==> src/rtl/game_timer.sv <==
// Game-flow timer: timed game window, shrinking change-pulse interval, countdown and game-over pulse.
// Optional macro GAME_TIMER_PAUSE_EN adds a pause input that freezes the running game.
module game_timer #(
    parameter int unsigned SEC_CYCLES    = 50000000,
    parameter int unsigned GAME_SECS     = 30,
    parameter int unsigned CHG_INIT      = 25000000,
    parameter int unsigned CHG_MIN       = 6250000,
    parameter int unsigned CHG_STEP      = 2500000,
    parameter int unsigned SPEEDUP_EVERY = 8
) (
    input  logic       clk,
    input  logic       rst,
    input  logic       go,
`ifdef GAME_TIMER_PAUSE_EN
    input  logic       pause,
`endif
    output logic       start,
    output logic       change,
    output logic [6:0] time_left,
    output logic       game_over,
    output logic [3:0] level
);

    localparam logic [31:0] SEC_LAST   = SEC_CYCLES - 1;
    localparam logic [31:0] SPEED_LAST = SPEEDUP_EVERY - 1;
    localparam logic [31:0] INIT_IVAL  = CHG_INIT;
    localparam logic [31:0] MIN_IVAL   = CHG_MIN;
    localparam logic [31:0] STEP_IVAL  = CHG_STEP;
    localparam logic [31:0] NO_UNDER   = CHG_MIN + CHG_STEP;
    localparam logic [6:0]  SECS       = 7'(GAME_SECS);

    typedef enum logic [1:0] {IDLE, RUN, DONE} state_t;

    state_t      state_reg, state_next;
    logic        go_q_reg;
    logic [31:0] sec_cnt_reg, sec_cnt_next;
    logic [31:0] chg_cnt_reg, chg_cnt_next;
    logic [31:0] chg_num_reg, chg_num_next;
    logic [31:0] interval_reg, interval_next;
    logic        start_reg, start_next;
    logic        change_reg, change_next;
    logic        game_over_reg, game_over_next;
    logic [6:0]  time_left_reg, time_left_next;
    logic [3:0]  level_reg, level_next;

    logic        hold;
    logic        go_rise;
    logic        sec_wrap;
    logic        chg_hit;
    logic [31:0] reduced;

`ifdef GAME_TIMER_PAUSE_EN
    assign hold = pause;
`else
    assign hold = 1'b0;
`endif

    assign go_rise  = go & ~go_q_reg;
    assign sec_wrap = (sec_cnt_reg == SEC_LAST);
    assign chg_hit  = (chg_cnt_reg == interval_reg - 32'd1);
    // Clamp before subtracting so a small interval never wraps below the floor.
    assign reduced  = (interval_reg < NO_UNDER) ? MIN_IVAL : (interval_reg - STEP_IVAL);

    always_comb begin
        state_next     = state_reg;
        sec_cnt_next   = sec_cnt_reg;
        chg_cnt_next   = chg_cnt_reg;
        chg_num_next   = chg_num_reg;
        interval_next  = interval_reg;
        start_next     = start_reg;
        change_next    = 1'b0;
        game_over_next = 1'b0;
        time_left_next = time_left_reg;
        level_next     = level_reg;

        case (state_reg)
            IDLE, DONE: begin
                if (go_rise) begin
                    state_next     = RUN;
                    start_next     = 1'b1;
                    time_left_next = SECS;
                    level_next     = 4'd0;
                    interval_next  = INIT_IVAL;
                    sec_cnt_next   = 32'd0;
                    chg_cnt_next   = 32'd0;
                    chg_num_next   = 32'd0;
                end
            end
            RUN: begin
                if (!hold) begin
                    sec_cnt_next = sec_wrap ? 32'd0 : sec_cnt_reg + 32'd1;
                    chg_cnt_next = chg_hit ? 32'd0 : chg_cnt_reg + 32'd1;
                    if (sec_wrap) begin
                        time_left_next = time_left_reg - 7'd1;
                    end
                    // Expiry takes priority over a coincident change pulse.
                    if (sec_wrap && time_left_reg == 7'd1) begin
                        state_next     = DONE;
                        start_next     = 1'b0;
                        game_over_next = 1'b1;
                        time_left_next = 7'd0;
                    end else if (chg_hit) begin
                        change_next = 1'b1;
                        if (chg_num_reg == SPEED_LAST) begin
                            chg_num_next  = 32'd0;
                            interval_next = reduced;
                            if (reduced < interval_reg && level_reg != 4'd15) begin
                                level_next = level_reg + 4'd1;
                            end
                        end else begin
                            chg_num_next = chg_num_reg + 32'd1;
                        end
                    end
                end
            end
            default: begin
                state_next = IDLE;
            end
        endcase
    end

    always_ff @(posedge clk) begin
        if (!rst) begin
            state_reg     <= IDLE;
            go_q_reg      <= 1'b1;
            sec_cnt_reg   <= 32'd0;
            chg_cnt_reg   <= 32'd0;
            chg_num_reg   <= 32'd0;
            interval_reg  <= INIT_IVAL;
            start_reg     <= 1'b0;
            change_reg    <= 1'b0;
            game_over_reg <= 1'b0;
            time_left_reg <= SECS;
            level_reg     <= 4'd0;
        end else begin
            state_reg     <= state_next;
            go_q_reg      <= go;
            sec_cnt_reg   <= sec_cnt_next;
            chg_cnt_reg   <= chg_cnt_next;
            chg_num_reg   <= chg_num_next;
            interval_reg  <= interval_next;
            start_reg     <= start_next;
            change_reg    <= change_next;
            game_over_reg <= game_over_next;
            time_left_reg <= time_left_next;
            level_reg     <= level_next;
        end
    end

    assign start     = start_reg;
    assign change    = change_reg;
    assign game_over = game_over_reg;
    assign time_left = time_left_reg;
    assign level     = level_reg;

endmodule
==> config.mk <==
export PLATFORM = sky130hd
export DESIGN_NAME = game_timer
export DESIGN_NICKNAME = d
export VERILOG_FILES = /design/src/rtl/game_timer.sv
export SDC_FILE = /design/constraint.sdc
export NUM_CORES = 1
export LEC_CHECK = 0
export CAP_MARGIN = 20
export CORE_ASPECT_RATIO = 0.7
export CORE_UTILIZATION = 60
export CTS_BUF_LIST = sky130_fd_sc_hd__clkbuf_16
export CTS_CLUSTER_SIZE = 25
export DETAILED_ROUTE_END_ITERATION = 6
export DONT_BUFFER_PORTS = 1
export HOLD_SLACK_MARGIN = 0.12
export PLACE_DENSITY_LB_ADDON = 0.15
export SLEW_MARGIN = 20
export SYNTH_ARGS = -nofsm -noshare
export SYNTH_HDL_FRONTEND = slang
export SYNTH_SLANG_ARGS = --single-unit
==> constraint.sdc <==
create_clock -name clk -period 6.9 [get_ports clk]
set_input_delay 1.38 -clock clk [delete_from_list [all_inputs] [get_ports clk]]
set_output_delay 1.38 -clock clk [all_outputs]
set_load 0.01 [all_outputs]
==> qor.txt <==
Outcome: complete, no violations
Leak: 0.00337 uW
Final Cycle Share: 70.0%
Share of post-route cells with drive strength above 1: 5.86%
Cell row count: 37
Reg clk slew, reported paths: 0.07 ns
Synth area leader: dfxtp_1
Arr. time, crit path: 5.17 ns
Synth async-reset ratio: 0%
Placer Congestion: 0.946
Max_slew headroom: 22.0%
Critical path fanouts, max: 22
Power per cell area: 192 nW/um^2
Die Span X: 149 um
R2R Path End: interval_reg[10]
GRT Util Overall: 32.4%
Commonest non-fill, non-tap cell in the layout: nor2_1
Crit path capture type: register
Top post-synthesis cells by area: dfxtp_1, nor2_1, xnor2_1
Clock sinks: 145
HP Start: sec_cnt_reg[20]
Routed WL per cell: 17.7 um
Clk Latency, worst-skew pair: 0.44 ns
Largest net degree at the start of global routing: 40
Clock Tree Buf Depth: 2
Die span in y: 105 um
Filler cells: 1299
RSZ-0062 raised after global routing: no
# setup viols final: 0
VDD IR max: 0.141 mV
Initial antenna violation count: 0
Hold depth: 2
Min-delay worst type: reg2reg
FF/Latch Area: 2900 sq um
Yosys reg bits: 145
Drt via density: 6.42
Setup_tns: 0 ns
Net count, final: 1185
R2R depth: 12
Number of buffers created by CTS: 17
Max-cap viol count: 0
Die area: 15700 sq um
Mean post-synth cell area: 7.54 sq um
CP Class: reg2reg
Area growth, synth to finish: 6.50%
Synth Instances: 1208
Core Region: 14800 sq um
Vias in the first global route: 7825
Top-Level Pins: 17
Yosys top cell area share: 31.9%
Max H-tree Level: 4
EDFF count, synth: 0
Ys flop type: dfxtp_1
Hold-fix buffers, CTS: 0
Footprint of the multi-input gates: 5750 sq um
1st-pass router iterations: 5
Slew Viols, Final: 0
Setup Skew: 0.00885 ns
Worst R2R Setup Slack: 2.07 ns
Syn Std Cell Area: 9100 sq um
PnR Total Power: 1860 uW
Yosys warns: 0
Most frequent cells in the layout: nor2_1, dfxtp_1, nand2_1, a21oi_1, o21ai_0
Post-CTS sizing: 0
Buffers on Ports: 0
Initial core utilization: 61.6%
Worst-Margin Slew: 1.17 ns
Max Clock Freq: 0.207 GHz
Distinct cells, synth: 69
RR Startpoint: interval_reg[0]
First DRT Iteration DRCs: 930
CTS tree: yes
Period minus WS final: 4.83 ns
Global-route wire length before repair: 40400 um
Syn_nets: 1229
Final hold vios: 0
Drt drc: 0
Post-DP HPWL: 16900 um
Clock root buffer master: clkbuf_16
Hold EP: sec_cnt_reg[20]
Post-CTS setup buffer count: 0
Routed WL: 24300 um
Sequential fraction of the synthesis area: 31.9%
Worst setup SP type: register
WP data required: 7.24 ns
Vias: 8814
Post-DRT Antenna Nets: 0
Total grt overflow: 0
N_diodes: 0
==> metal layers <==
layer | up-vias | GRT usage [%] | part of all wire [%]
met3 | 30 | 7.90 | 9.2
met1 | 4114 | 49.5 | 49
met4 | 0 | 8.38 | 1.2
li1 | 4301 | - | -
met5 | - | 0 | 0
met2 | 369 | 44.3 | 40
==> cells in the mapped netlist (30+ instances only) <==
cell type / count
a21oi_1: 91
and3_1: 30
clkbuf_1: 64
dfxtp_1: 145
inv_1: 37
nand2_1: 101
nand3_1: 50
nand4_1: 35
nor2_1: 151
nor3_1: 36
nor4_1: 32
o21ai_0: 70
xnor2_1: 56
xor2_1: 42
==> critical path, cell delays in order (launching register included) <==
cell and delay, ns:
dfxtp_1 0.37, inv_1 0.08, ha_1 0.21, or4b_4 0.53
or4_4 0.57, or3_1 0.40, o31ai_1 0.42, nand2b_1 0.14
nor4_2 0.30, and3_1 0.51, a21o_1 0.70, o21ai_0 0.19
a221oi_1 0.28
==> report_power, final <==
group / switching [uW] / internal (uW)
registers: 10.9 / 842
clock network: 400 / 501
logic: 73.5 / 31.1
==> cell type report <==
| type | count | area share (%) |
|---|---|---|
| inverters | 37 | 1.43 |
| repair buffers | 13 | 1.01 |
| well taps | 195 | 2.52 |
| flip-flops and latches | 145 | 29.9 |
| multi-input cells | 950 | 59.3 |
| clock buffers | 17 | 4.39 |
| clock inverters | 15 | 1.38 |
==> worst max-delay path by stage <==
stage	depth (start not counted)	from	endpoint
after floorplan	17	interval_reg[26]	level[0]
after global placement	15	interval_reg[26]	level[0]
after detailed placement	12	interval_reg[0]	interval_reg[10]
after CTS	12	interval_reg[0]	interval_reg[10]
after global routing	12	interval_reg[0]	interval_reg[10]
final	12	interval_reg[0]	interval_reg[10]
==> cell families after synthesis <==
group                    count (synthesis)  synth area share (%)
flip-flops                             145                  31.9
AND/OR/NAND/NOR                        555                  31.6
multiplexers                             9                  1.03
buffers and inverters                  113                  5.04
AO/OA/AOI/OAI                          270                  18.5
adder cells (fa/ha/maj)                 18                  2.47
XOR/XNOR                                98                  9.43
==> metrics by stage <==
stage                     util (%)  area (sq um)  instances  worst slack, ns  hold slack [ns]
after CTS                     65.6          9690       1372             2.16            0.495
final                         65.6          9690       1372             2.07            0.488
after global routing          65.6          9690       1372             1.75            0.519
after detailed placement      61.9          9140       1340             2.17            0.486
after global placement        61.9          9140       1340             2.27            0.475
after floorplan                  -          9100       1208             2.73            0.458
Note: power is estimated with default switching activity, not from simulation.
